$ cat src/rtl/uart_tx_fifo.sv
// uart_tx_fifo: FIFO-buffered UART transmitter with elaboration-time frame format
module uart_tx_fifo #(
    parameter int clock_freq  = 10000000,
    parameter int baud_rate   = 9600,
    parameter int data_bits   = 8,
    parameter int parity_mode = 0,
    parameter int stop_bits   = 1,
    parameter int fifo_depth  = 4
) (
    input  logic                          uart_clock,
    input  logic                          uart_reset,
    input  logic                          uart_start,
    input  logic [data_bits-1:0]          uart_d_in,
    output logic                          uart_d_out,
    output logic                          uart_tx_ready,
    output logic                          uart_tx_busy,
    output logic [$clog2(fifo_depth):0]   uart_fifo_count,
    output logic                          uart_overflow
);
    localparam int cpb = clock_freq / baud_rate;
    localparam int tw  = $clog2(cpb);
    localparam int aw  = $clog2(fifo_depth);

    if (cpb < 2) begin : g_cpb_check
        $error("clks_per_bit must be at least 2");
    end

    typedef enum logic [2:0] {IDLE, START, DATA, PARITY, STOP} state_t;
    state_t state, state_nxt;

    logic [data_bits-1:0] mem [fifo_depth];
    logic [aw-1:0]        wr_ptr, rd_ptr;
    logic [aw:0]          count;
    logic [tw-1:0]        timer;
    logic [3:0]           idx;
    logic [data_bits-1:0] shreg;
    logic                 par, tx_nxt, tick, full, push, pop;

    assign full            = count == (aw+1)'(fifo_depth);
    assign push            = uart_start && !full;
    assign tick            = timer == tw'(cpb - 1);
    assign pop             = count != 0 && (state == IDLE || (state == STOP && tick && idx == 4'(stop_bits - 1)));
    assign uart_tx_ready   = !full;
    assign uart_tx_busy    = state != IDLE || count != 0;
    assign uart_fifo_count = count;

    // state register
    always_ff @(posedge uart_clock or posedge uart_reset) begin
        if (uart_reset) state <= IDLE;
        else            state <= state_nxt;
    end

    // next-state: bit-time and bit-index driven sequencing, STOP chains straight into START
    always_comb begin
        state_nxt = state;
        case (state)
            IDLE:    if (count != 0) state_nxt = START;
            START:   if (tick) state_nxt = DATA;
            DATA:    if (tick && idx == 4'(data_bits - 1)) state_nxt = (parity_mode != 0) ? PARITY : STOP;
            PARITY:  if (tick) state_nxt = STOP;
            STOP:    if (tick && idx == 4'(stop_bits - 1)) state_nxt = (count != 0) ? START : IDLE;
            default: state_nxt = IDLE;
        endcase
    end

    // line level for the current state, registered below so the pad never glitches
    always_comb begin
        tx_nxt = (state == START) ? 1'b0 : (state == DATA) ? shreg[0] : (state == PARITY) ? par : 1'b1;
    end

    // bit timer, bit index, shift register and registered line
    always_ff @(posedge uart_clock or posedge uart_reset) begin
        if (uart_reset) begin
            timer      <= '0;
            idx        <= '0;
            shreg      <= '0;
            par        <= 1'b0;
            uart_d_out <= 1'b1;
        end else begin
            timer      <= (tick || state == IDLE) ? '0 : timer + tw'(1);
            idx        <= (state_nxt != state) ? '0 : idx + 4'(tick);
            uart_d_out <= tx_nxt;
            if (pop) begin
                shreg <= mem[rd_ptr];
                par   <= (^mem[rd_ptr]) ^ (parity_mode == 2);
            end else if (state == DATA && tick) begin
                shreg <= shreg >> 1;
            end
        end
    end

    // FIFO pointers, occupancy and dropped-write pulse
    always_ff @(posedge uart_clock or posedge uart_reset) begin
        if (uart_reset) begin
            wr_ptr        <= '0;
            rd_ptr        <= '0;
            count         <= '0;
            uart_overflow <= 1'b0;
        end else begin
            wr_ptr        <= wr_ptr + aw'(push);
            rd_ptr        <= rd_ptr + aw'(pop);
            count         <= count + (aw+1)'(push) - (aw+1)'(pop);
            uart_overflow <= uart_start && full;
        end
    end

    // FIFO storage
    always_ff @(posedge uart_clock) begin
        if (push) mem[wr_ptr] <= uart_d_in;
    end
endmodule

$ cat config.mk
export PLATFORM = sky130hd
export DESIGN_NAME = uart_tx_fifo
export DESIGN_NICKNAME = d
export VERILOG_FILES = /design/src/rtl/uart_tx_fifo.sv
export SDC_FILE = /design/constraint.sdc
export NUM_CORES = 1
export LEC_CHECK = 0
export CORE_ASPECT_RATIO = 1.5
export CORE_MARGIN = 5
export CORE_UTILIZATION = 52
export CTS_BUF_LIST = sky130_fd_sc_hd__clkbuf_4 sky130_fd_sc_hd__clkbuf_8
export DETAILED_ROUTE_END_ITERATION = 10
export GPL_TIMING_DRIVEN = 0
export PLACE_DENSITY_LB_ADDON = 0.2
export SLEW_MARGIN = 30
export SYNTH_ARGS = -nofsm -noshare
export SYNTH_HDL_FRONTEND = slang
export SYNTH_SLANG_ARGS = --single-unit
$ cat constraint.sdc
create_clock -name uart_clock -period 3.1 [get_ports uart_clock]
set_input_delay 0.62 -clock uart_clock [delete_from_list [all_inputs] [get_ports uart_clock]]
set_output_delay 0.62 -clock uart_clock [all_outputs]
set_load 0.1 [all_outputs]
---- After elaboration in Yosys (flattened, before gate mapping) ----
Memories as Yosys holds them, arrays and structs flattened.
Index checks and enable logic that the tools add are counted.
cells by class
  equal/unequal tests ..................... 8
  reduce and logical (&&, ||, !) cells .... 18
  add/sub/neg operators ................... 6
  multiplexer cells ....................... 16
operators by type and width
  kind                   number
  $mux 8                 2
  $mux 3                 5
  $pmux 3 s5             1
  $add 11x1->11 const B  1
  $eq 11x11->1 const B   1
  $mux 11                1
  $logic_and 1x1->1      8
  $reduce_xor 8->1       1
  $eq 3x2->1 const B     2
  $eq 3x3->1 const B     2
  $mux 1                 6
  $reduce_bool 3->1      2
  $add 2x1->2            2
  $add 4x1->4            1
  $eq 4x3->1 const B     1
  $logic_not 4->1        1
  $mux 4                 1
  $add 3x1->3            1
  $eq 3x1->1 const B     1
  $logic_not 3->1        1
  $logic_or 1x1->1       3
  $ne 3x3->1             1
  $sub 3x1->3            1
  $reduce_bool 2->1      1
  $logic_not 1->1        1
word-level totals
  memories kept ........................... 1
  RAM bits ................................ 32
  output and inout bits ................... 7
  register bits after elaboration ......... 36
  input bits .............................. 11
memory list
  memory  words  width  rd ports  clocked after memory_dff  write ports  RTL line  RTL
  mem     4      8      1         0                         1            31        logic [data_bits-1:0] mem [fifo_depth];

---- Longest topological paths before layout ----
Gate-level depths: netlist of the first run.
  word-level depth ........................ 6
  gate-level depth with buffers ........... 13

---- Worst setup path after synthesis of the first run ----
OpenSTA, ideal clock, no wires.
  path kind ............................... flip-flop to flip-flop
  start point ............................. register count[2], in the netlist uart_fifo_count[2]
  end point ............................... register count[2], in the netlist uart_fifo_count[2]
  buffers on the path ..................... 0
  slack ................................... -0.400 ns
  stages on the path, launching flop included .. 10
  data arrival time ....................... 3.340 ns
  period minus slack after synthesis ...... 3.500 ns
  setup time .............................. 0.159 ns
  path through ............................ dfrtp_1 nand2_1 nand2_1 ha_1 inv_1 ha_1 inv_1 fa_1 xnor2_1 xnor2_1
between the ends
  word-level cells in the longest chain between the ends .. 5
  elaborated cells between the ends (all ways) .. 7
  those cells by class .................... add/sub (2); eq/ne (1); reduce/logical (4)
ends and longest elaborated chain
  item                      RTL line  RTL
  start: declaration        33        logic [aw:0] count;
  start signal: assignment  102       count <= count + (aw+1)'(push) - (aw+1)'(pop);
  $eq 3x3->1                39        assign full = count == (aw+1)'(fifo_depth);
  $logic_not 1->1           n/a
  via uart_tx_ready         15        output logic uart_tx_ready,
  $logic_and 1x1->1         40        assign push = uart_start && !full;
  $add 3x1->3               102
  $sub 3x1->3               102
The timed path passes the listed nets, and every way through them passes these cells.
A chain may end at the register's enable or synchronous reset.

---- Final worst setup path of the first run ----
  start point ............................. register count[2], in the netlist uart_fifo_count[2]
  end point ............................... output uart_tx_busy
between the ends
  word-level cells in the longest chain between the ends .. 2
ends and longest elaborated chain
  item               RTL line  RTL
  $reduce_bool 3->1  44        assign uart_tx_busy = state != IDLE || count != 0;
  $logic_or 1x1->1   44
  end: declaration   16        output logic uart_tx_busy,
No other way between the ends.

==> results.json, run 1 <==
{
  "dieHeight_um": 102.5,
  "swShare_pct": 35.17,
  "worstHoldPathType": "reg2reg",
  "finalHoldViolCount": 0,
  "async_reset_ff_share_pct": 52.94,
  "met3_usage_pct": 4.195,
  "num_rows": 33,
  "grt_use_met1_pct": 16.06,
  "syn-instance-count": 218,
  "drive_gt1_share_pct": 17.53,
  "max_freq_mhz": 339.6,
  "clk_latency_ns": 0.34,
  "nets": 266,
  "regArea_mm2": 0.001866,
  "intPower_w": 0.002150,
  "hold_depth": 1,
  "worst_path_max_delay_cell": "clkdlybuf4s50_1",
  "ios": 18,
  "vias": 1712,
  "fin_total_pwr_w": 0.003316,
  "netlist.area_leader.share_pct": 32.36,
  "yosysWarningCount": 0,
  "multi_input_area_mm2": 0.001052,
  "cp_slowest_stage_delay_ns": 0.97,
  "drtIter0Drc": 65,
  "crit_path_max_fanout": 5,
  "cts_tree": "done",
  "p_seq_share_pct": 41.0,
  "finalSetupViolCount": 0,
  "grtUsageMet2_pct": 26.13,
  "die_w_um": 71.70,
  "end_kind": "output port",
  "syn_area_per_cell_um2": 13.62,
  "rrSetupSlack_ns": 0.28,
  "holdPathEnd": "timer[0]$_DFF_PP0_",
  "grt.total_usage_pct": 15.01,
  "rsz0062_at_grt": "no",
  "grt_pass1_wl_mm": 8.183,
  "top_usage_layer": "met2",
  "crit_chain": "or3_1, nand2b_1, clkdlybuf4s50_1",
  "insertedDiodeCount": 0,
  "cts_buffers": 9,
  "die-area_mm2": 0.007352,
  "core_mm2": 0.005492,
  "first_pass_iters": 4,
  "grt_max_degree": 37,
  "synth_top_cell_by_area": "edfxtp_1",
  "worstMarginPinSlew_ns": 0.9781,
  "syn_to_final_growth_pct": 16.98,
  "dp_cells": 305,
  "dp_hpwl_mm": 3.233,
  "drt-total-wl_mm": 4.670,
  "grt_antenna_before_repair": 0,
  "viasPerCell": 5.333,
  "grt_pass1_vias": 1726,
  "finalWorstSetupSlack_ns": 0.1553,
  "ys_ff_latch": 68,
  "netlist-cell-type-count": 35,
  "instances_no_fill": 321,
  "route.detailed.wl_per_inst_um": 14.55,
  "clock_sinks": 68,
  "ys_seq_area_share_pct": 62.75,
  "port_buffers": 17,
  "drt.antenna.violating_nets": 0,
  "cts_buffer_depth": 2,
  "p_switching_w": 0.001166,
  "nFillCells": 441,
  "ir_drop_uv": 700.0,
  "yosys_most_used_dff": "dfrtp_1",
  "post-cts-setup-buffers": 0,
  "cts.htree.levels": 3,
  "pwr-share-comb_pct": 35.3,
  "drv_slew": 0,
  "crit_type": "reg2out",
  "clkPwrFrac_pct": 23.7,
  "start_util_pct": 54.07,
  "grt-ovfl-total": 0,
  "path_clk_slew_ns": 0.07,
  "reg2reg_depth": 11,
  "cp.required_ns": 2.48,
  "dp_slack_ns": 0.1933,
  "cap_violations": 0,
  "syn_area_mm2": 0.002969,
  "regToRegEndpoint": "uart_fifo_count[2]$_DFF_PP0_",
  "synth_commonest_cells": "dfrtp_1 (35), edfxtp_1 (32), nor2_1 (19)",
  "outcome": "finished clean",
  "power.leakage_nw": 1.441,
  "drc_errors": 0,
  "synth_edf_count": 32,
  "cp.arrival_ns": 2.32,
  "syn_nets": 238,
  "finalWeightedCongestion": 0.7746,
  "setup-tns-final_ns": 0,
  "finClkSkew_ns": 0.009139,
  "finalCritPeriodShare_pct": 94.99,
  "yosysMostFrequentCell": "dfrtp_1",
  "critPathLaunchType": "register",
  "finalCriticalPeriod_ns": 2.945,
  "relSlewSlack_pct": 34.59,
  "worstHoldStart": "timer[0]$_DFF_PP0_",
  "r2r-start": "timer[6]$_DFF_PP0_",
  "ctsRootBufferMaster": "clkbuf_8",
  "synthTopCellsByArea": "edfxtp_1 (32%), dfrtp_1 (29%), mux4_2 (6.1%)",
  "power.density_mw_per_mm2": 954.6
}
## power groups by stage
stage | clock, W | combinational (W) | sequential (W)
floorplan | 0 | 0.000775 | 0.00152
global placement | 0 | 0.00116 | 0.00136
detailed placement | 0 | 0.00118 | 0.00137
CTS | 0.000804 | 0.00119 | 0.00135
global route | 0.000852 | 0.00128 | 0.00139
finish | 0.000786 | 0.00117 | 0.00136
## cells in the final DEF (no fill, tap or decap), types with 2 or more instances in the layout
master,instances
nand3_1,7
clkinv_2,3
inv_1,10
buf_2,2
nor3_1,4
and3_1,6
and2_1,2
ha_1,8
mux2i_1,7
bufinv_16,2
a21oi_1,6
o21ai_0,9
nand2_1,14
clkbuf_8,9
clkdlybuf4s50_1,17
xnor2_1,15
clkbuf_1,2
edfxtp_1,32
mux4_2,8
xor2_1,7
dfrtp_2,2
or2_2,3
nor2_1,19
dfrtp_1,33
nor3b_2,2
## critical path: cells and delay by family, from the launching register on
family,cells,cell delay (ns)
flip-flops,1,0.44
buffers and inverters,1,0.97
AND/OR/NAND/NOR,2,0.57
## kinds of logic (layout without fill, tap and decap cells)
logic type / Yosys count / after routing / synth area share, %
xor+xnor: 22 / 22 / 6.490
compound gates: 18 / 18 / 3.329
flops: 68 / 68 / 62.75
buf+inv: 18 / 51 / 2.697
simple gates: 68 / 68 / 12.26
fa+ha+maj: 9 / 9 / 4.046
mux: 15 / 15 / 8.428
## metal layers
metal	share of wire, %	routed length (um)
met5	0	0
met1	41	1926
met2	53	2462
met4	2.8	133
met3	3.2	148
## flip-flops by register name (all words and copies together) (netlist names)
name and count:
timer 11, wr_ptr 2, uart_overflow 1, par 1, mem 32, state 3, shreg 8, rd_ptr 2
uart_d_out 1, idx 4, uart_fifo_count 3
## stage by stage
step	hold slack, ns	utilization, %	area (um2)
after global routing	0.5373	63.25	3473
after CTS	0.5137	63.04	3462
after floorplan	0.4742	-	2974
after global placement	0.5079	58.85	3232
final	0.5102	63.25	3473
after detailed placement	0.5018	59.13	3247
## cell type report
class                      count  share of cell area (%)
sequential                    68                   53.71
multi-input combinational    132                   30.30
timing repair buffer          17                   4.899
clock buffer                   9                   3.566
clock inverter                 7                   2.630
tap                           70                   2.522
buffer                         7                   1.189
inverter                      11                   1.189
## timing repair
action                     CTS  global route
hold buffers                 0             0
resized for setup            0             2
setup endpoints to repair    0             1
## worst max path at each step
stage / from / to / slack (ns) / cells after the start
6_report: uart_fifo_count[2]$_DFF_PP0_ / uart_tx_busy / 0.16 / 3
5_1_grt: state[2]$_DFF_PP0_ / uart_tx_busy / 0.004 / 4
4_1_cts: state[2]$_DFF_PP0_ / uart_tx_busy / 0.09 / 4
3_5_place_dp: timer[0]$_DFF_PP0_ / uart_fifo_count[2]$_DFF_PP0_ / 0.19 / 13
3_3_place_gp: timer[0]$_DFF_PP0_ / uart_fifo_count[2]$_DFF_PP0_ / 0.23 / 13
2_1_floorplan: uart_fifo_count[0]$_DFF_PP0_ / uart_fifo_count[2]$_DFF_PP0_ / 0.09 / 10
No activity file was read; power rests on OpenSTA's default activity.
==> run 2: changes to the inputs <==
CORE_UTILIZATION = 55   (was 52)
==> run 2 against run 1 <==
Non-clock buffer count did not move. Total power fell by 1.8%. Clock power fell by 7.3%. First-iteration DRC count rose by 74%. Setup slack improved by 0.12 ns. Fmax rose by 4.2%. Largest cell class unchanged. Largest power group unchanged.
==> results.json, run 2 (synthesis results as in run 1) <==
{
  "finClkSkew_ns": 0.007107,
  "largest_registers": "mem: 32 flops, timer: 11 flops, shreg: 8 flops",
  "post-cts-setup-buffers": 0,
  "start_util_pct": 57.04,
  "power.density_mw_per_mm2": 943.5,
  "dieHeight_um": 99.99,
  "setup-tns-final_ns": 0,
  "worstHoldPathType": "reg2reg",
  "regMostFlops": "mem",
  "cp_slowest_stage_delay_ns": 0.42,
  "finalSetupViolCount": 0,
  "core_mm2": 0.005205,
  "first_pass_iters": 4,
  "grt_pass1_vias": 1694,
  "cts.htree.levels": 3,
  "holdPathEnd": "uart_fifo_count[2]$_DFF_PP0_",
  "grt.total_usage_pct": 15.02,
  "outcome": "finished clean",
  "cts_buffers": 9,
  "syn_to_final_growth_pct": 16.27,
  "crit_chain": "inv_1, ha_1, nor4b_2, nand4_1, a21oi_1, clkbuf_4, ha_1, inv_1, ha_1, inv_1, fa_1, xnor2_1, xnor2_1",
  "cts_tree": "done",
  "die_w_um": 69.99,
  "rsz0062_at_grt": "no",
  "end_kind": "register",
  "viasPerCell": 5.332,
  "crit_path_max_fanout": 11,
  "nFillCells": 379,
  "cts_buffer_depth": 2,
  "drtIter0Drc": 113,
  "max_freq_mhz": 353.8,
  "finalWorstSetupSlack_ns": 0.2732,
  "crit_type": "reg2reg",
  "port_buffers": 17,
  "finalHoldViolCount": 0,
  "relSlewSlack_pct": 34.90,
  "dp_hpwl_mm": 3.311,
  "drc_errors": 0,
  "largest_reg_flops": 32,
  "r2r-start": "timer[0]$_DFF_PP0_",
  "ios": 18,
  "cap_violations": 0,
  "fin_total_pwr_w": 0.003257,
  "finalWeightedCongestion": 0.7622,
  "cp.arrival_ns": 3.09,
  "dp_slack_ns": 0.2378,
  "num_rows": 32,
  "regToRegEndpoint": "uart_fifo_count[2]$_DFF_PP0_",
  "path_clk_slew_ns": 0.07,
  "power.leakage_nw": 1.437,
  "drt.antenna.violating_nets": 0,
  "grt_antenna_before_repair": 0,
  "cp.required_ns": 3.36,
  "route.detailed.wl_per_inst_um": 14.56,
  "grt-ovfl-total": 0,
  "hold_depth": 1,
  "worstMarginPinSlew_ns": 0.9735,
  "final_cell_mix": "dfrtp_1 (33), edfxtp_1 (32), nor2_1 (19)",
  "die-area_mm2": 0.006998,
  "vias": 1701,
  "ctsRootBufferMaster": "clkbuf_8",
  "rrSetupSlack_ns": 0.27,
  "ir_drop_uv": 746.3,
  "finalCriticalPeriod_ns": 2.827,
  "worst_path_max_delay_cell": "dfrtp_1",
  "insertedDiodeCount": 0,
  "worstHoldStart": "uart_fifo_count[2]$_DFF_PP0_",
  "nets": 266,
  "drv_slew": 0,
  "crit_start": "timer[0]$_DFF_PP0_",
  "final_area_mm2": 0.003452,
  "place_area_mm2": 0.003244,
  "grt_pass1_wl_mm": 7.921,
  "reg2reg_depth": 13,
  "grt_max_degree": 37,
  "clk_latency_ns": 0.34,
  "finalCritPeriodShare_pct": 91.19,
  "drt-total-wl_mm": 4.644,
  "drive_gt1_share_pct": 17.53,
  "layout_commonest_cell": "dfrtp_1",
  "clock_sinks": 68,
  "critPathLaunchType": "register"
}
[run 2: cell types whose count changed in the layout (fill, tap and decap cells not counted), sizes merged]
cell	delta
clkinv	-3
bufinv	-1
clkdlybuf4s50	-1
clkinvlp	-1
clkbuf	+5
dlymetal6s2s	+1
[run 2: layer usage]
layer	share of wire, %	up-vias	routed length (um)	GRT usage (%)
met4	1.7	0	78	6.195
met2	54	25	2522	25.64
met1	40	840	1870	16.87
met3	3.7	8	172	5.711
met5	0	-	0	0
li1	-	828	-	-
[run 2: how the worst max path moves through the flow]
stage,to,slack (ns)
final,uart_fifo_count[2]$_DFF_PP0_,0.27
after global routing,uart_fifo_count[2]$_DFF_PP0_,0.002
after CTS,uart_tx_busy,0.02
after detailed placement,uart_fifo_count[2]$_DFF_PP0_,0.24
after global placement,uart_fifo_count[2]$_DFF_PP0_,0.24
after floorplan,uart_fifo_count[2]$_DFF_PP0_,0.09
[run 2: timing repair]
item	4_1_cts	5_1_grt
resized for setup	0	2
hold buffers	0	0
endpoints found under the setup margin	0	2
[run 2: critical path: cells and delay by family, from the launching register on]
family | cells | cell delay [ns]
buffers and inverters | 4 | 0.42
AO/OA/AOI/OAI | 1 | 0.24
AND/OR/NAND/NOR | 2 | 0.48
flip-flops | 1 | 0.42
adder cells (fa/ha/maj) | 4 | 0.88
XOR/XNOR | 2 | 0.30
[run 2: power by group]
| group | switching [W] | internal (W) | leakage (nW) | total [W] |
|---|---|---|---|---|
| combinational | 0.000679 | 0.000496 | 0.583 | 0.00118 |
| sequential | 0.000154 | 0.00120 | 0.746 | 0.00135 |
| clock | 0.000300 | 0.000429 | 0.108 | 0.000729 |
| total | 0.00113 | 0.00212 | 1.44 | 0.00326 |
[run 2: layout make-up]
cell class | count | area (um2) | share of cell area, %
Inverter | 11 | 41.29 | 1.196
Buffer | 7 | 41.29 | 1.196
Sequential cell | 68 | 1866 | 54.04
Multi-Input combinational cell | 132 | 1044 | 30.23
Tap cell | 68 | 85.08 | 2.465
Timing Repair Buffer | 17 | 172.7 | 5.002
Clock buffer | 14 | 167.7 | 4.857
Clock inverter | 2 | 35.03 | 1.015
[run 2: stage by stage]
stage | instances | util (%) | hold slack, ns
2_1_floorplan | 218 | - | 0.4742
5_1_grt | 319 | 66.32 | 0.5321
6_report | 319 | 66.32 | 0.5148
3_3_place_gp | 303 | 62.04 | 0.5025
3_5_place_dp | 303 | 62.33 | 0.5135
4_1_cts | 319 | 66.23 | 0.5225
==> run 3: changes to the inputs <==
CTS_BUF_LIST = sky130_fd_sc_hd__clkbuf_8   (was sky130_fd_sc_hd__clkbuf_4 sky130_fd_sc_hd__clkbuf_8)
SKIP_CTS_REPAIR_TIMING = 1   (was not set)
SLEW_MARGIN = 15   (was 30)
==> run 3 against run 2 <==
Global-route usage hardly changed. Utilization is 0.29 points lower. Non-clock buffer count stayed put. Total power is 1.6% lower. Critical path depth stayed put. Setup slack better by 0.0024 ns.
==> results.json, run 3 (synthesis results as in run 1) <==
{
  "largest_registers": "mem: 32 flops, timer: 11 flops, shreg: 8 flops",
  "dieHeight_um": 99.99,
  "grt_pass1_vias": 1693,
  "max_freq_mhz": 354.1,
  "worst_path_max_delay_cell": "dfrtp_1",
  "nets": 266,
  "grt-ovfl-total": 0,
  "end_kind": "register",
  "die-area_mm2": 0.006998,
  "grt_pass1_wl_mm": 7.928,
  "fin_total_pwr_w": 0.003207,
  "cts.htree.levels": 3,
  "finalCritPeriodShare_pct": 91.11,
  "regArea_mm2": 0.001866,
  "drt.antenna.violating_nets": 0,
  "drt-total-wl_mm": 4.627,
  "fin_util_pct": 66.03,
  "finalHoldViolCount": 0,
  "clk_latency_ns": 0.33,
  "power.leakage_nw": 1.440,
  "dp_hpwl_mm": 3.311,
  "setup-tns-final_ns": 0,
  "holdPathEnd": "uart_fifo_count[2]$_DFF_PP0_",
  "drive_gt1_share_pct": 15.94,
  "ctsRootBufferMaster": "clkbuf_8",
  "largest_reg_flops": 32,
  "regMostFlops": "mem",
  "outcome": "finished clean",
  "power.density_mw_per_mm2": 933.0,
  "cp.required_ns": 3.36,
  "viasPerCell": 5.342,
  "finalCriticalPeriod_ns": 2.824,
  "top_usage_layer": "met2",
  "path_clk_slew_ns": 0.07,
  "rsz0062_at_grt": "no",
  "crit_path_max_fanout": 11,
  "num_rows": 32,
  "syn_to_final_growth_pct": 15.76,
  "grt.total_usage_pct": 15.02,
  "dp_cells": 303,
  "instances_no_fill": 319,
  "worstHoldStart": "uart_fifo_count[2]$_DFF_PP0_",
  "cts_tree": "done",
  "path_delay_family": "adder cells",
  "insertedDiodeCount": 0,
  "rrSetupSlack_ns": 0.28,
  "cts_buffer_depth": 2,
  "layout_commonest_cell": "dfrtp_1",
  "met3_usage_pct": 5.711,
  "ios": 18,
  "core_mm2": 0.005205,
  "nFillCells": 387,
  "crit_chain": "inv_1, ha_1, nor4b_2, nand4_1, a21oi_1, clkbuf_4, ha_1, inv_1, ha_1, inv_1, fa_1, xnor2_1, xnor2_1",
  "cp_slowest_stage_delay_ns": 0.42,
  "worstMarginPinSlew_ns": 0.9735,
  "finClkSkew_ns": 0.007323,
  "relSlewSlack_pct": 34.90,
  "final_area_mm2": 0.003437,
  "grtUsageMet2_pct": 25.56,
  "multi_input_area_mm2": 0.001044,
  "clock_sinks": 68,
  "drtIter0Drc": 112,
  "start_util_pct": 57.04,
  "grt_antenna_before_repair": 0,
  "cts_buffers": 9,
  "final_cell_mix": "dfrtp_1 (33), edfxtp_1 (32), nor2_1 (19)",
  "finalWeightedCongestion": 0.7622,
  "reg2reg_depth": 13,
  "drv_slew": 0,
  "worstHoldPathType": "reg2reg",
  "grt_use_met1_pct": 16.93,
  "cp.arrival_ns": 3.08,
  "r2r-start": "timer[0]$_DFF_PP0_",
  "path_buf_inv": 4,
  "port_buffers": 17,
  "first_pass_iters": 4,
  "place_area_mm2": 0.003244,
  "cap_violations": 0,
  "critPathLaunchType": "register",
  "grt_max_degree": 37,
  "crit_type": "reg2reg",
  "die_w_um": 69.99,
  "finalSetupViolCount": 0,
  "drc_errors": 0,
  "ir_drop_uv": 741.7,
  "vias": 1704,
  "route.detailed.wl_per_inst_um": 14.50,
  "regToRegEndpoint": "uart_fifo_count[2]$_DFF_PP0_",
  "hold_depth": 1
}
[run 3: changes by cell type in the layout (fill, tap and decap cells not counted)]
cell,previous run,this run
clkbuf_4,5,1
inv_1,10,14
[run 3: metal layers]
metal	wire (um)	vias to the layer above
met5	0	-
met4	85	0
met3	183	9
met2	2523	28
met1	1834	839
li1	-	828
[run 3: power by group]
| part | switching, W | internal (W) |
|---|---|---|
| sequential | 0.000154 | 0.00120 |
| combinational | 0.000679 | 0.000496 |
| clock | 0.000298 | 0.000380 |
| total | 0.00113 | 0.00208 |
[run 3: worst max-delay path by stage]
stage	startpoint	endpoint	slack [ns]	depth (start not counted)
after floorplan	uart_fifo_count[0]$_DFF_PP0_	uart_fifo_count[2]$_DFF_PP0_	0.09	10
after global placement	timer[0]$_DFF_PP0_	uart_fifo_count[2]$_DFF_PP0_	0.24	13
after detailed placement	timer[0]$_DFF_PP0_	uart_fifo_count[2]$_DFF_PP0_	0.24	13
after CTS	state[2]$_DFF_PP0_	uart_tx_busy	0.02	4
after global routing	timer[0]$_DFF_PP0_	uart_fifo_count[2]$_DFF_PP0_	0.002	13
final	timer[0]$_DFF_PP0_	uart_fifo_count[2]$_DFF_PP0_	0.28	13
[run 3: metrics by stage]
stage               setup slack [ns]  hold slack (ns)
finish                        0.2756           0.5148
global route                0.002477           0.5321
CTS                          0.02366           0.5223
detailed placement            0.2378           0.5135
global placement              0.2423           0.5025
floorplan                    0.08708           0.4742
[run 3: final cells by class]
type	count	area share (%)
buffer	7	1.201
clock buffer	10	4.004
clock inverter	6	1.456
inverter	11	1.201
multi-input combinational	132	30.36
sequential	68	54.28
tap	68	2.475
timing repair buffer	17	5.024
